[config.mk]
export PLATFORM = sky130hd
export DESIGN_NAME = vga_pattern_tx
export DESIGN_NICKNAME = d
export VERILOG_FILES = /design/src/rtl/vga_pkg.sv /design/src/rtl/vga_timing_cnt.sv /design/src/rtl/vga_pattern_tx.sv
export SDC_FILE = /design/constraint.sdc
export NUM_CORES = 1
export LEC_CHECK = 0
export BUFFER_PORTS_ARGS = -buffer_cell sky130_fd_sc_hd__buf_2
export CAP_MARGIN = 10
export CORE_UTILIZATION = 57
export DETAILED_ROUTE_END_ITERATION = 10
export GPL_ROUTABILITY_DRIVEN = 0
export PLACE_DENSITY = 0.79
export SYNTH_ARGS = -nofsm -noshare
export SYNTH_HDL_FRONTEND = slang
export SYNTH_SLANG_ARGS = --single-unit
[constraint.sdc]
create_clock -name pclk -period 3.92 [get_ports pclk]
set_input_delay 0.196 -clock pclk [delete_from_list [all_inputs] [get_ports pclk]]
set_output_delay 0.196 -clock pclk [all_outputs]
set_load 0.05 [all_outputs]
[src/rtl/vga_pkg.sv]
// Shared definitions for the VGA test-pattern source: default 640x480@60 timing,
// RGB565 colour constants and pattern_sel encodings.
package vga_pkg;

    localparam int H_SYNC_DEF   = 96;
    localparam int H_BACK_DEF   = 48;
    localparam int H_ACTIVE_DEF = 640;
    localparam int H_FRONT_DEF  = 16;
    localparam int V_SYNC_DEF   = 2;
    localparam int V_BACK_DEF   = 33;
    localparam int V_ACTIVE_DEF = 480;
    localparam int V_FRONT_DEF  = 10;

    // Counter widths sized so x/y fall straight out of the counter offsets.
    localparam int H_CNT_W = 11;
    localparam int V_CNT_W = 10;

    localparam logic [15:0] WHITE   = 16'hFFFF;
    localparam logic [15:0] YELLOW  = 16'hFFE0;
    localparam logic [15:0] CYAN    = 16'h07FF;
    localparam logic [15:0] GREEN   = 16'h07E0;
    localparam logic [15:0] MAGENTA = 16'hF81F;
    localparam logic [15:0] RED     = 16'hF800;
    localparam logic [15:0] BLUE    = 16'h001F;
    localparam logic [15:0] BLACK   = 16'h0000;

    typedef enum logic [1:0] {
        PAT_BARS    = 2'd0,
        PAT_GRAY    = 2'd1,
        PAT_CHECKER = 2'd2,
        PAT_BORDER  = 2'd3
    } pattern_e;

    function automatic logic [15:0] bar_colour(input logic [2:0] idx);
        logic [15:0] c;
        case (idx)
            3'd0:    c = WHITE;
            3'd1:    c = YELLOW;
            3'd2:    c = CYAN;
            3'd3:    c = GREEN;
            3'd4:    c = MAGENTA;
            3'd5:    c = RED;
            3'd6:    c = BLUE;
            default: c = BLACK;
        endcase
        return c;
    endfunction

endpackage

[src/rtl/vga_timing_cnt.sv]
// Horizontal/vertical raster counters with combinational region decode and
// active-area x/y coordinates; the top registers everything it produces.
module vga_timing_cnt
    import vga_pkg::*;
#(
    parameter int H_SYNC   = H_SYNC_DEF,
    parameter int H_BACK   = H_BACK_DEF,
    parameter int H_ACTIVE = H_ACTIVE_DEF,
    parameter int H_FRONT  = H_FRONT_DEF,
    parameter int V_SYNC   = V_SYNC_DEF,
    parameter int V_BACK   = V_BACK_DEF,
    parameter int V_ACTIVE = V_ACTIVE_DEF,
    parameter int V_FRONT  = V_FRONT_DEF
) (
    input  logic        pclk,
    input  logic        rst_n,
    input  logic        en,
    output logic        hs_act,
    output logic        vs_act,
    output logic        active,
    output logic        frame_first,
    output logic [10:0] x,
    output logic [9:0]  y
);

    localparam logic [H_CNT_W-1:0] H_LAST   = H_CNT_W'(H_SYNC + H_BACK + H_ACTIVE + H_FRONT - 1);
    localparam logic [V_CNT_W-1:0] V_LAST   = V_CNT_W'(V_SYNC + V_BACK + V_ACTIVE + V_FRONT - 1);
    localparam logic [H_CNT_W-1:0] H_SYNC_C = H_CNT_W'(H_SYNC);
    localparam logic [V_CNT_W-1:0] V_SYNC_C = V_CNT_W'(V_SYNC);
    localparam logic [H_CNT_W-1:0] H_ACT_LO = H_CNT_W'(H_SYNC + H_BACK);
    localparam logic [H_CNT_W-1:0] H_ACT_HI = H_CNT_W'(H_SYNC + H_BACK + H_ACTIVE);
    localparam logic [V_CNT_W-1:0] V_ACT_LO = V_CNT_W'(V_SYNC + V_BACK);
    localparam logic [V_CNT_W-1:0] V_ACT_HI = V_CNT_W'(V_SYNC + V_BACK + V_ACTIVE);

    logic [H_CNT_W-1:0] h_cnt;
    logic [V_CNT_W-1:0] v_cnt;
    logic [H_CNT_W-1:0] h_off;
    logic [V_CNT_W-1:0] v_off;
    logic               h_act;
    logic               v_act;

    // Dropping en aborts the frame outright so a restart always begins at h=0, v=0.
    always_ff @(posedge pclk) begin
        if (!rst_n || !en) begin
            h_cnt <= '0;
            v_cnt <= '0;
        end else if (h_cnt == H_LAST) begin
            h_cnt <= '0;
            v_cnt <= (v_cnt == V_LAST) ? '0 : v_cnt + 1'b1;
        end else begin
            h_cnt <= h_cnt + 1'b1;
        end
    end

    assign hs_act      = (h_cnt < H_SYNC_C);
    assign vs_act      = (v_cnt < V_SYNC_C);
    assign h_act       = (h_cnt >= H_ACT_LO) && (h_cnt < H_ACT_HI);
    assign v_act       = (v_cnt >= V_ACT_LO) && (v_cnt < V_ACT_HI);
    assign active      = h_act && v_act;
    assign frame_first = (h_cnt == '0) && (v_cnt == '0);
    assign h_off       = h_cnt - H_ACT_LO;
    assign v_off       = v_cnt - V_ACT_LO;
    assign x           = active ? h_off : '0;
    assign y           = active ? v_off : '0;

endmodule

[src/rtl/vga_pattern_tx.sv]
// VGA timing and RGB565 test-pattern source; pattern_sel is sampled once per
// frame and all outputs are registered together with no relative skew.
module vga_pattern_tx
    import vga_pkg::*;
#(
    parameter int H_SYNC   = H_SYNC_DEF,
    parameter int H_BACK   = H_BACK_DEF,
    parameter int H_ACTIVE = H_ACTIVE_DEF,
    parameter int H_FRONT  = H_FRONT_DEF,
    parameter int V_SYNC   = V_SYNC_DEF,
    parameter int V_BACK   = V_BACK_DEF,
    parameter int V_ACTIVE = V_ACTIVE_DEF,
    parameter int V_FRONT  = V_FRONT_DEF,
    parameter bit SYNC_POL = 1'b0
) (
    input  logic        pclk,
    input  logic        rst_n,
    input  logic        en,
    input  logic [1:0]  pattern_sel,
    output logic        de_flag,
    output logic [15:0] data_rgb,
    output logic        hsync,
    output logic        vsync,
    output logic [10:0] pix_x,
    output logic [9:0]  pix_y,
    output logic        frame_start
);

    localparam logic [10:0] BAR_W  = 11'(H_ACTIVE / 8);
    localparam logic [10:0] X_LAST = 11'(H_ACTIVE - 1);
    localparam logic [9:0]  Y_LAST = 10'(V_ACTIVE - 1);

    logic        hs_act;
    logic        vs_act;
    logic        active;
    logic        frame_first;
    logic [10:0] x;
    logic [9:0]  y;
    pattern_e    pat_q;
    logic [15:0] pix_rgb;

    vga_timing_cnt #(
        .H_SYNC   (H_SYNC),
        .H_BACK   (H_BACK),
        .H_ACTIVE (H_ACTIVE),
        .H_FRONT  (H_FRONT),
        .V_SYNC   (V_SYNC),
        .V_BACK   (V_BACK),
        .V_ACTIVE (V_ACTIVE),
        .V_FRONT  (V_FRONT)
    ) u_cnt (
        .pclk        (pclk),
        .rst_n       (rst_n),
        .en          (en),
        .hs_act      (hs_act),
        .vs_act      (vs_act),
        .active      (active),
        .frame_first (frame_first),
        .x           (x),
        .y           (y)
    );

    // Sampling only at the raster origin keeps a frame visually uniform.
    always_ff @(posedge pclk) begin
        if (!rst_n) begin
            pat_q <= PAT_BARS;
        end else if (frame_first) begin
            pat_q <= pattern_e'(pattern_sel);
        end
    end

    always_comb begin
        pix_rgb = BLACK;
        unique case (pat_q)
            PAT_BARS:    pix_rgb = bar_colour(3'(x / BAR_W));
            PAT_GRAY:    pix_rgb = {x[7:3], x[7:2], x[7:3]};
            PAT_CHECKER: pix_rgb = (x[5] ^ y[5]) ? WHITE : BLACK;
            PAT_BORDER:  pix_rgb = ((x == '0) || (x == X_LAST) || (y == '0) || (y == Y_LAST))
                                   ? WHITE : BLACK;
        endcase
        if (!active) begin
            pix_rgb = BLACK;
        end
    end

    always_ff @(posedge pclk) begin
        if (!rst_n || !en) begin
            de_flag     <= 1'b0;
            data_rgb    <= BLACK;
            hsync       <= ~SYNC_POL;
            vsync       <= ~SYNC_POL;
            pix_x       <= '0;
            pix_y       <= '0;
            frame_start <= 1'b0;
        end else begin
            de_flag     <= active;
            data_rgb    <= pix_rgb;
            hsync       <= hs_act ? SYNC_POL : ~SYNC_POL;
            vsync       <= vs_act ? SYNC_POL : ~SYNC_POL;
            pix_x       <= x;
            pix_y       <= y;
            frame_start <= frame_first;
        end
    end

endmodule

After elaboration in Yosys (flattened, before gate mapping)
Cells that the tools add are included.
{ "word_totals": {"ff_bits": 64, "input_bits": 5, "output_inout_bits": 41, "elab_cells": 63} }
{ "classes": {"n_addsub": 4, "div": 1, "order_cmp": 6, "eq_ne": 13, "muxes": 9, "bitwise": 2, "n_reduce_logical": 18} }
{ "op_table": {"columns": ["op", "n"], "rows": [
  ["16-bit one-hot mux with 7 select lines", 1],
  ["16-bit one-hot mux with 4 select lines", 1],
  ["16-bit 2-to-1 mux", 2],
  ["11-bit by 10-bit equality test with 1-bit output (second input constant)", 2],
  ["11-bit logical NOT", 2],
  ["10-bit logical NOT", 2],
  ["10-bit 2-to-1 mux", 2],
  ["11-bit by 1-bit adder with 11-bit output (second input constant)", 1],
  ["11-bit by 7-bit divider with 11-bit output (second input constant)", 1],
  ["11-bit by 8-bit >= comparator with 1-bit output (second input constant)", 1],
  ["11-bit by 10-bit < comparator with 1-bit output (second input constant)", 1],
  ["11-bit by 7-bit < comparator with 1-bit output (second input constant)", 1],
  ["11-bit 2-to-1 mux", 1],
  ["11-bit by 8-bit subtractor with 11-bit output (second input constant)", 1],
  ["10-bit by 1-bit adder with 10-bit output (second input constant)", 1],
  ["10-bit equality test (second input constant)", 1],
  ["10-bit by 9-bit equality test with 1-bit output (second input constant)", 1],
  ["10-bit by 6-bit >= comparator with 1-bit output (second input constant)", 1],
  ["10-bit < comparator (second input constant)", 1],
  ["10-bit by 2-bit < comparator with 1-bit output (second input constant)", 1],
  ["10-bit by 6-bit subtractor with 10-bit output (second input constant)", 1],
  ["3-bit equality test (second input constant)", 3],
  ["3-bit by 2-bit equality test with 1-bit output (second input constant)", 2],
  ["2-bit equality test (second input constant)", 2],
  ["other kinds (11)", 20]
]} }

Longest topological paths before layout
{ "depth": {"depth_word": 10, "ltp_mapped": 11, "depth_no_buf": 9} }

Modules after synthesis
Synthesis repeated with hierarchy kept, for this count alone.
{ "hier_totals": {"hier_cells": 396, "area_unflattened_um2": 3389.5} }
{ "modules_own_cells": {"columns": ["module", "instances", "cells_each", "area_each_um2", "seq_area_each_um2"], "rows": [
  ["vga_pattern_tx", 1, 190, 1811.7, 860.8],
  ["vga_timing_cnt", 1, 206, 1577.8, 420.4]
]} }

Worst setup path before layout
No wires, ideal clock.
{ "synth_timing": {"path_kind": "register -> register", "start": "register u_cnt.h_cnt[4]", "end": "register data_rgb[3]", "setup_ns": 0.135, "arrival_time_ns": 2.620, "required_ns": 3.785, "path_slack_ns": 1.165, "stages_incl_launch_ff": 12, "path_buffers": 2, "synth_period_minus_slack_ns": 2.755, "path_cell_list": "dfxtp_1 -> clkbuf_1 -> inv_1 -> ha_1 -> clkbuf_1 -> nor4b_1 -> a22o_1 -> o31ai_1 -> o221ai_1 -> or3_1 -> o211ai_2 -> o211ai_1"} }
{ "synth_via": {"elab_chain_len": 10, "elab_cells_between_ends": 29, "cone_classes": "add/sub (1); div (1); order compare (2); eq/ne (8); mux (6); bitwise (2); reduce/logical (9)"} }
{ "synth_rtl": {"columns": ["element", "line_no", "text"], "rows": [
  ["from (decl)", "vga_timing_cnt.sv:35", "logic [H_CNT_W-1:0] h_cnt;"],
  ["from (signal assigned)", "vga_timing_cnt.sv:51", "h_cnt <= h_cnt + 1'b1;"],
  ["branches (longest 10 deep; another with 11-bit by 8-bit >= comparator with 1-bit output)", null, null],
  ["to (signal assigned)", "vga_pattern_tx.sv:97", "data_rgb <= pix_rgb;"],
  ["to (decl)", "vga_pattern_tx.sv:21", "output logic [15:0] data_rgb,"]
]} }
Parallel ways; which one is timed is not known.
A chain may end at the register's enable or synchronous reset.

Worst setup path in the final report
{ "layout_timing": {"start": "register u_cnt.h_cnt[4]", "end": "register data_rgb[0]"} }
Same word-level chain as after synthesis.

==> impl_metrics.yaml <==
yosys:
  post_synth.cell_area_avg_um2: 8.45
  async_flop_share_pct: 0
  synth_ff_type: "dfxtp_1"
  synth_nets: 412
  netlist_area_mm2: 0.00337
  synth_edf_count: 0
  synth_cell_types: 74
  ys_seq_area_share_pct: 38.0
  synth.yosys.warnings: 0
  ys_ff_latch: 64
  synthCells: 399
pwr:
  p_leak_uw: 0.00157
  sw_frac_of_total_pct: 22.3
  pwr-share-seq_pct: 50.1
  pwr-share-comb_pct: 3.2
  total_power_uw: 1320
  p_switching_uw: 293
  irDropWorstVdd_uv: 240
  p_per_area_mw_per_mm2: 345
  internal-power_uw: 1020
  pwr-share-clk_pct: 46.7
floorplanning:
  die_y_um: 78.9
  start_util_pct: 60.2
  dieArea_mm2: 0.00623
  die_w_um: 78.9
  core-area_mm2: 0.00561
  pin_count: 46
  rows: 27
timing:
  grt_setup_unrepaired: "no"
  tns_ns: 0
  max_freq_mhz: 315
  hold_viol_final: 0
  finClkSkew_ns: 0.0121
  finalSetupViolations: 0
  fin_crit_sh_pct: 80.9
  fin_crit_ns: 3.17
  worstMarginPinSlew_ns: 0.788
  max_slew_margin_pct: 46.8
  report.final.slew_viol_count: 0
critical_path:
  startpoint_type: "flop"
  worstSetupEndpointType: "flop"
  crit_buf_inv: 1
  crit_type: "reg2reg"
  crit_family: "compound AO/OA/AOI/OAI gates"
  path_depth: 9
  critPathMaxFanout: 17
  critPathArrivalTime_ns: 3.38
  rrSetupSlack_ns: 0.75
  crit_required_ns: 4.13
  reg2reg_depth: 9
  path_cells: "inv_1, ha_1, nor4b_1, a22o_1, o31ai_1, o221ai_1, or3_1, o211ai_2, o21ai_0"
  critical_path.max_stage_delay_ns: 0.68
  critical_path.slowest_cell: "dfxtp_1"
drt:
  wl_met2_um: 3560
  drt-wirelength-per-cell_um: 15.8
  topRoutingLayerUsed: "met4"
  routed_wl_um: 8020
  drt_iter0_markers: 378
  first_pass_iters: 7
  antenna_left: 0
  vias: 3153
  wirelength_met1_um: 3720
  drc: 0
  wl_met3_um: 544
  viasPerCell: 6.21
clocking:
  clockBufferDepth: 2
  cts_sinks: 64
  cts_setup_buffers: 0
  worstSkewPairLatency_ns: 0.35
  cts_buffers: 9
  cts_tree: "yes"
  cts_root_buffer: "clkbuf_8"
  ctsHoldBuffers: 0
  clk_pin_slew_ns: 0.08
  cts_resized: 0
  htreeDepth: 3
grt:
  antenna_found_initial: 0
  grt_pass1_wl_um: 13100
  grt-ovfl-total: 0
  grt_max_degree: 25
  first_global_vias: 2742
  track_usage_pct: 27.3
layout:
  final_area_mm2: 0.00381
  fillCellCount: 460
  post-route-util_pct: 68.0
  area_delta_synth_final_pct: 13.0
  regArea_mm2: 0.00128
  antenna_cells: 0
  drive_gt1_share_pct: 18.6
  nNetsFinal: 444
  multi_input_area_mm2: 0.00191
  final_common_cell: "dfxtp_1"
  most-common-layout-cells: "64 x dfxtp_1, 46 x nor2_1, 45 x buf_2"
place:
  place_hpwl_um: 5650
  dpl_cell_area_mm2: 0.00360
  portBuffers: 45
status:
  status: "finished, final reports clean"
flow_run:
  drv_cap: 0
hold_path:
  holdCritPathClass: "in2reg"
  hold_depth: 2
[kinds of logic (layout without fill, tap and decap cells)]
family / count (synthesis) / count (layout) / share of synthesized area [%]
fa+ha+maj: 8 / 8 / 2.97
buf+inv: 44 / 81 / 5.41
flops: 64 / 64 / 38.0
simple gates: 157 / 157 / 24.3
compound gates: 99 / 99 / 22.2
mux: 4 / 4 / 1.22
xor+xnor: 23 / 23 / 5.97
[layout make-up]
cell class / instances / share of cell area (%)
clock buffer: 10 / 3.35
sequential: 64 / 33.6
tap: 72 / 2.36
clock inverter: 6 / 2.20
timing repair buffer: 50 / 6.89
multi-input combinational: 291 / 50.1
inverter: 15 / 1.48
[worst paths after layout]
| path | from | endpoint |
|---|---|---|
| hold / removal | rst_n | pat_q[0]$_SDFFE_PN0P_ |
| hold reg to reg | u_cnt.h_cnt[0]$_SDFF_PP0_ | u_cnt.h_cnt[0]$_SDFF_PP0_ |
| setup reg to reg | u_cnt.h_cnt[4]$_SDFF_PP0_ | data_rgb[0]$_SDFF_PP0_ |
| setup / recovery | u_cnt.h_cnt[4]$_SDFF_PP0_ | data_rgb[0]$_SDFF_PP0_ |
[metal layers]
layer | vias to the layer above | GRT usage (%)
li1 | 1501 | -
met1 | 1462 | 37.5
met2 | 167 | 41.4
met3 | 23 | 5.52
met4 | 0 | 11.8
met5 | - | 0
[state kept, by name (all words and copies together) (netlist names)]
signal       cells
hsync            1
data_rgb        16
pix_x           11
pat_q            2
pix_y           10
vsync            1
frame_start      1
de_flag          1
u_cnt.v_cnt     10
u_cnt.h_cnt     11
[power by group through the flow]
stage | Sequential, µW | Combinational (µW) | Clock [µW]
floorplan | 678 | 23.5 | 0
global placement | 674 | 40.1 | 0
detailed placement | 674 | 40.5 | 0
CTS | 659 | 41.0 | 621
global route | 660 | 44.7 | 648
finish | 660 | 41.5 | 615
[worst register-to-register path: stages, from the launching register on]
cell and delay, ns:
dfxtp_1 0.68, inv_1 0.23, ha_1 0.39, nor4b_1 0.21
a22o_1 0.21, o31ai_1 0.21, o221ai_1 0.23, or3_1 0.38
o211ai_2 0.33, o21ai_0 0.15
[metrics by stage]
step | std cells | hold slack [ns] | worst slack [ns]
2_1_floorplan | 399 | 0.324 | 1.16
3_3_place_gp | 492 | 0.446 | 0.885
3_5_place_dp | 492 | 0.456 | 0.820
4_1_cts | 508 | 0.0945 | 0.787
5_1_grt | 508 | 0.0992 | 0.548
6_report | 508 | 0.0923 | 0.749
[synth_stat cells, drive strengths merged (4+ instances only)]
library cell  number  area share, %
buf               10            1.6
o31ai              7            2.0
or3                8            1.5
and2              12            2.2
nor2b              5           0.93
xnor2             16            4.2
o21ai             19            2.9
nor2              46            5.1
inv               15            1.7
nor3               6           0.89
nand4              7            1.3
a21boi             4           0.89
nand3             15            2.2
o211ai             9            2.3
nand2b             6            1.1
a31oi             10            1.9
xor2               7            1.8
or2                4           0.82
nor4               6            1.1
ha                 8            3.0
clkbuf            19            2.2
nor4b              4            1.0
dfxtp             64             38
nand2             25            2.8
a21oi             14            2.1
(Power assumes the default switching activity.)
